[src/rtl/frame_pkg.sv]
// rtl/frame_pkg.sv - shared constants and state types for the frame stream checker
`timescale 1ns/1ps
package frame_pkg;

  localparam int DW_DEFAULT = 512;

  localparam logic [31:0] MD_SIG_A = 32'hAAAA_AAAA;
  localparam logic [31:0] MD_SIG_B = 32'hBBBB_BBBB;
  localparam logic [31:0] MD_SIG_C = 32'hCCCC_CCCC;
  localparam logic [31:0] MD_SIG_D = 32'hDDDD_DDDD;

  typedef enum logic [1:0] {
    ST_IDLE,
    ST_RUN,
    ST_DONE
  } main_state_t;

  typedef enum logic {
    MD_BEAT0,
    MD_BEAT1
  } md_state_t;

endpackage

[src/rtl/frame_md_check.sv]
// rtl/frame_md_check.sv - two-beat meta-data record checker with self-resyncing counter
`timescale 1ns/1ps
module frame_md_check
  import frame_pkg::*;
#(
  parameter int DW = DW_DEFAULT
) (
  input  logic          clk,
  input  logic          reset,
  input  logic          restart,
  input  logic [DW-1:0] tdata,
  input  logic          fire,
  output logic          err,
  output logic          rec_done
);

  md_state_t     state;
  logic [31:0]   exp_md;
  logic [31:0]   beat0_cnt;
  logic [DW-1:0] exp_beat;

  always_comb begin
    exp_beat        = '0;
    exp_beat[31:0]  = exp_md;
    exp_beat[63:32] = (state == MD_BEAT0) ? MD_SIG_B : MD_SIG_D;
    exp_beat[95:64] = (state == MD_BEAT0) ? MD_SIG_A : MD_SIG_C;
  end

  assign err      = fire && (tdata != exp_beat);
  assign rec_done = fire && (state == MD_BEAT1);

  // exp_md follows the counter actually received in BEAT0, so one bad record costs one record
  always_ff @(posedge clk) begin
    if (reset) begin
      state     <= MD_BEAT0;
      exp_md    <= 32'd1;
      beat0_cnt <= '0;
    end else if (restart) begin
      state <= MD_BEAT0;
    end else if (fire) begin
      case (state)
        MD_BEAT0: begin
          beat0_cnt <= tdata[31:0];
          state     <= MD_BEAT1;
        end
        default: begin
          exp_md <= beat0_cnt + 32'd1;
          state  <= MD_BEAT0;
        end
      endcase
    end
  end

endmodule

[src/rtl/frame_check.sv]
// rtl/frame_check.sv - frame-data pattern checker, run control and status counters
`timescale 1ns/1ps
module frame_check
  import frame_pkg::*;
#(
  parameter int DW = DW_DEFAULT
) (
  input  logic          clk,
  input  logic          reset,
  input  logic          start,
  input  logic [31:0]   frames_expected,
  input  logic [31:0]   FRAME_SIZE,
  input  logic [DW-1:0] AXIS_FD_TDATA,
  input  logic          AXIS_FD_TVALID,
  output logic          AXIS_FD_TREADY,
  input  logic [DW-1:0] AXIS_MD_TDATA,
  input  logic          AXIS_MD_TVALID,
  output logic          AXIS_MD_TREADY,
  output logic          busy,
  output logic          done,
  output logic [31:0]   frames_rcvd,
  output logic [31:0]   fd_errors,
  output logic [31:0]   md_errors,
  output logic [31:0]   first_err_frame
);

  localparam int BYTES_PER_BEAT = DW / 8;

  main_state_t state;
  logic [31:0] exp_frames;
  logic [31:0] bpf;
  logic [31:0] bpf_calc;
  logic [31:0] beat_idx;
  logic [31:0] md_recs;
  logic [15:0] exp_fd;

  logic        start_ok;
  logic        fd_fire;
  logic        md_fire;
  logic        fd_err;
  logic        md_err;
  logic        md_rec_done;
  logic        fd_last;
  logic [31:0] frames_nxt;
  logic [31:0] md_nxt;
  logic [31:0] fd_frame_no;
  logic [31:0] md_frame_no;

  assign start_ok       = start && (state == ST_IDLE) && (frames_expected != 32'd0);
  assign AXIS_FD_TREADY = (state == ST_RUN) && (frames_rcvd < exp_frames);
  assign AXIS_MD_TREADY = (state == ST_RUN) && (md_recs < exp_frames);
  assign fd_fire        = AXIS_FD_TVALID && AXIS_FD_TREADY;
  assign md_fire        = AXIS_MD_TVALID && AXIS_MD_TREADY;
  assign fd_err         = fd_fire && (AXIS_FD_TDATA != {(DW/16){exp_fd}});
  assign fd_last        = fd_fire && (beat_idx == bpf);
  assign frames_nxt     = frames_rcvd + {31'd0, fd_last};
  assign md_nxt         = md_recs + {31'd0, md_rec_done};
  assign fd_frame_no    = frames_rcvd + 32'd1;
  assign md_frame_no    = md_recs + 32'd1;
  assign bpf_calc       = (FRAME_SIZE < BYTES_PER_BEAT) ? 32'd1 : FRAME_SIZE / BYTES_PER_BEAT;

  frame_md_check #(.DW(DW)) u_md (
    .clk      (clk),
    .reset    (reset),
    .restart  (start_ok),
    .tdata    (AXIS_MD_TDATA),
    .fire     (md_fire),
    .err      (md_err),
    .rec_done (md_rec_done)
  );

  always_ff @(posedge clk) begin
    if (reset) begin
      state           <= ST_IDLE;
      busy            <= 1'b0;
      done            <= 1'b0;
      exp_frames      <= '0;
      bpf             <= 32'd1;
      beat_idx        <= 32'd1;
      exp_fd          <= 16'd1;
      frames_rcvd     <= '0;
      md_recs         <= '0;
      fd_errors       <= '0;
      md_errors       <= '0;
      first_err_frame <= '0;
    end else begin
      done <= 1'b0;
      case (state)
        ST_IDLE: begin
          if (start_ok) begin
            state           <= ST_RUN;
            busy            <= 1'b1;
            exp_frames      <= frames_expected;
            bpf             <= bpf_calc;
            beat_idx        <= 32'd1;
            frames_rcvd     <= '0;
            md_recs         <= '0;
            fd_errors       <= '0;
            md_errors       <= '0;
            first_err_frame <= '0;
          end
        end
        ST_RUN: begin
          if (fd_fire) begin
            exp_fd   <= fd_err ? AXIS_FD_TDATA[15:0] + 16'd1 : exp_fd + 16'd1;
            beat_idx <= fd_last ? 32'd1 : beat_idx + 32'd1;
          end
          frames_rcvd <= frames_nxt;
          md_recs     <= md_nxt;
          if (fd_err && (fd_errors != 32'hFFFF_FFFF)) fd_errors <= fd_errors + 32'd1;
          if (md_err && (md_errors != 32'hFFFF_FFFF)) md_errors <= md_errors + 32'd1;
          if (first_err_frame == 32'd0) begin
            if (fd_err && md_err)
              first_err_frame <= (fd_frame_no < md_frame_no) ? fd_frame_no : md_frame_no;
            else if (fd_err)
              first_err_frame <= fd_frame_no;
            else if (md_err)
              first_err_frame <= md_frame_no;
          end
          // look ahead at next-cycle counts so done lands the cycle after the final handshake
          if ((frames_nxt == exp_frames) && (md_nxt == exp_frames)) begin
            state <= ST_DONE;
            done  <= 1'b1;
          end
        end
        ST_DONE: begin
          state <= ST_IDLE;
          busy  <= 1'b0;
        end
        default: begin
          state <= ST_IDLE;
          busy  <= 1'b0;
        end
      endcase
    end
  end

endmodule

[config.mk]
export PLATFORM = sky130hd
export DESIGN_NAME = frame_check
export DESIGN_NICKNAME = d
export VERILOG_FILES = /design/src/rtl/frame_pkg.sv /design/src/rtl/frame_md_check.sv /design/src/rtl/frame_check.sv
export SDC_FILE = /design/constraint.sdc
export NUM_CORES = 2
export LEC_CHECK = 0
export BUFFER_PORTS_ARGS = -buffer_cell sky130_fd_sc_hd__buf_2
export CAP_MARGIN = 20
export CORE_AREA = 2 2 476 478
export DETAILED_ROUTE_END_ITERATION = 16
export DIE_AREA = 0 0 478 480
export SYNTH_ARGS = -nofsm -noshare
export SYNTH_HDL_FRONTEND = slang
export SYNTH_SLANG_ARGS = --single-unit
[constraint.sdc]
create_clock -name clk -period 13.6 [get_ports clk]
set_input_delay 0.68 -clock clk [delete_from_list [all_inputs] [get_ports clk]]
set_output_delay 0.68 -clock clk [all_outputs]
set_load 0.02 [all_outputs]
==> impl_results.md <==
- GP Congestion: around 1
- HP Class: in -> reg
- Via count: 33300
- GRT overflow: 0
- Worst slew pin tran: roughly 1200 ps
- Crit-path max FO: 64
- Mapped Cells: 3435
- Synth unique cells: 83
- Worst skew pair latency: 660 ps
- Max Slew Vio Count: 0
- WL final: 199000 um
- Worst setup SP type: flop
- Total core area: 0.224 mm^2
- Final HPWL DP: 173000 um
- RSZ-0062 raised after global routing: false
- Fin. Hold Viols: 0
- Hold buffer count at cts: 0
- Number of enable flip-flop cells after synthesis: 0
- Commonest non-fill, non-tap cell in the layout: buf_2
- Worst R2R Path Depth: 19
- Sequential share of power: 35.0%
- Initial core utilization: 11.6%
- Final worst clock skew: 26.3 ps
- Die span in x: between 400 and 500 um
- Design area: 0.0372 mm^2
- Die area: 0.229 mm^2
- Port Buffers: 1218
- Nets: 5731
- #FFs+latches synth: approximately 340
- Endpoint type of the worst setup path: flop
- Peak VDD IR: 0.0000914 V
- Achievable clock frequency: 153 MHz
- Pre-Repair DR Iteration Count: 8
- Setup repair bufs after CTS: 0
- Synthesized area per cell: 7.57 um^2
- DRC violations left: 0
- Post-Syn Area: 0.0260 mm^2
- Max-Cap Viols: 0
- Sequential fraction of the synthesis area: 25.8%
- Tot GR Track Use: 16.3%
- Cell internal pwr: 2010 uW
- Leading cell types in the layout, fill and taps excluded: 1219 x buf_2, 369 x nor2_1, 325 x dfxtp_1, 280 x nand2_1, 227 x xnor2_1
- Clock Sink Count: 335
- Clk pwr share: 43.5%
- DR WL/cell: 26.1 um
- Area added between synthesis and finish: 43.2%
- Fraction of layout cells with a size suffix above 1: 30.7%
- CTS max path bufs: 3
- TritonCTS clock tree: yes
- Initial antenna violation count: 217
- Final cycle utilization of the critical path: 48.2%
- IO Count: 1225
- FFs w/ async S/R, synth: 0%
- Setup violations, final: 0
- Arrival @ worst endpoint: 7060 ps
- Net Switching: 974 uW
- Row cnt: 174
- Antenna Nets Post-Route: 0
- Ys Warns: 0
- Relative slew margins: 18.3%
- Final min period: between 6000 and 7000 ps
- Sw Share: 32.6%
- Global-route wire length before repair: about 260000 um
- Setup TNS: 0 ps
- DR vias/cell: around 4.4
- Syn_nets: 4632
- Die extent in y: 480 um
- CTS buffer count: 46
- Hold Path Depth: 2
- Drt first-iter violations: between 3000 and 4000
- Filler Cell Count: between 20000 and 30000
- Comb power frac: 21.5%
- Vias in the first global route: 28900
- Leak: 0.0148 uW
- Ys flop type: dfxtp_1
- Outcome: finished clean
- CP Class: reg -> reg
- Max H-tree Level: 2
- Post_cts resized: 0
- Worst endpoint required time: 14110 ps
- Dpl cell area: 0.0354 mm^2
- Reg clk slew, reported paths: around 60 ps
- Clk root buf: clkbuf_16
- Largest net degree at the start of global routing: 87
- Power Density: 80.2 mW/mm^2
Yosys cell counts (129+ instances only):
| cell | n | area share [%] |
|---|---|---|
| dfxtp_1 | 335 | 26 |
| xor2_1 | 162 | 5.5 |
| clkbuf_1 | 158 | 2.3 |
| nor4_1 | 203 | 4.9 |
| nand4_1 | 193 | 4.6 |
| a21oi_1 | 134 | 2.6 |
| xnor2_1 | 227 | 7.6 |
| nor2_1 | 370 | 5.3 |
| nand3_1 | 129 | 2.5 |
| o21ai_0 | 130 | 2.5 |
| nor3_1 | 142 | 2.7 |
| nand2_1 | 281 | 4.1 |
critical path, cell delays in order (launching register included):
cell and delay (ps):
dfxtp_1 450, inv_1 120, ha_1 320, a21o_1 170, a211oi_1 240, o21ai_0 130
o211ai_1 150, nand4_1 340, nor4_2 330, buf_4 570, ha_1 320, ha_1 370
nand3_1 420, nor3_1 780, xnor2_1 210, nor4_1 280, nand3_1 110, nor4_1 530
nand4_1 330, o2bb2ai_1 200
sequential cells by signal (all words and copies together) (netlist names):
| register | count |
|---|---|
| beat_idx | 32 |
| exp_frames | 32 |
| fd_errors | 32 |
| first_err_frame | 32 |
| frames_rcvd | 32 |
| md_errors | 32 |
| md_recs | 32 |
| u_md.beat0_cnt | 32 |
| u_md.exp_md | 32 |
| bpf | 26 |
| exp_fd | 16 |
| state | 2 |
| busy | 1 |
| done | 1 |
| u_md.state | 1 |
power by group through the flow:
stage,logic [uW],registers (uW),clock network (uW)
finish,643,1040,1300
detailed placement,631,1060,0
floorplan,285,1050,0
global placement,627,1060,0
global route,688,1050,1380
CTS,634,1040,1350
metrics by stage:
step / cells / total power [uW] / hold WS, ps / worst slack (ps) / util [%]
after floorplan: 3435 / 1330 / 463 / 8530 / -
after global placement: 7474 / 1690 / 457 / 7180 / 15.8
after detailed placement: 7475 / 1700 / 464 / 7160 / 15.8
after CTS: 7559 / 3030 / 205 / 7100 / 16.5
after global routing: 7609 / 3120 / 227 / 6720 / 16.6
final: 7649 / 2990 / 265 / 7050 / 16.6
per-layer routing:
metal | track usage (%) | vias to the layer above | share of wire, %
li1 | - | 15100 | -
met1 | 21.0 | 15600 | 42
met2 | 22.6 | 2063 | 40
met3 | 9.67 | 454 | 15
met4 | 4.30 | 142 | 3.1
met5 | 0.311 | - | 0.46
path summary, 6_finish.rpt:
path	start	end	slack [ps]
worst max-delay path	exp_frames[17]$_SDFFE_PP0P_	state[0]$_SDFFE_PP0P_	7050
worst min-delay path	FRAME_SIZE[20]	bpf[14]$_SDFFE_PP0P_	270
worst max register to register	exp_frames[17]$_SDFFE_PP0P_	state[0]$_SDFFE_PP0P_	7050
worst min register to register	busy$_SDFFE_PP0P_	busy$_SDFFE_PP0P_	470
layout make-up:
cell class / count / area (um^2) / share of cell area [%]
clock inverters: 25 / 318 / 0.854
inverters: 77 / 289 / 0.776
multi-input cells: 2805 / 18200 / 48.8
well taps: 2992 / 3740 / 10.1
diodes: 87 / 218 / 0.585
clock buffers: 59 / 1270 / 3.41
repair buffers: 1269 / 6490 / 17.4
flip-flops and latches: 335 / 6720 / 18.0
kinds of logic after synthesis:
family                     synth area share (%)
DFF                                        25.8
muxes                                      4.06
AOI/OAI and AO/OA                          14.0
adders and majority gates                  5.01
buffers and inverters                      4.65
and+or+nand+nor                            33.4
xor gates and xnor gates                   13.1
Note: power is estimated with default switching activity, not from simulation.
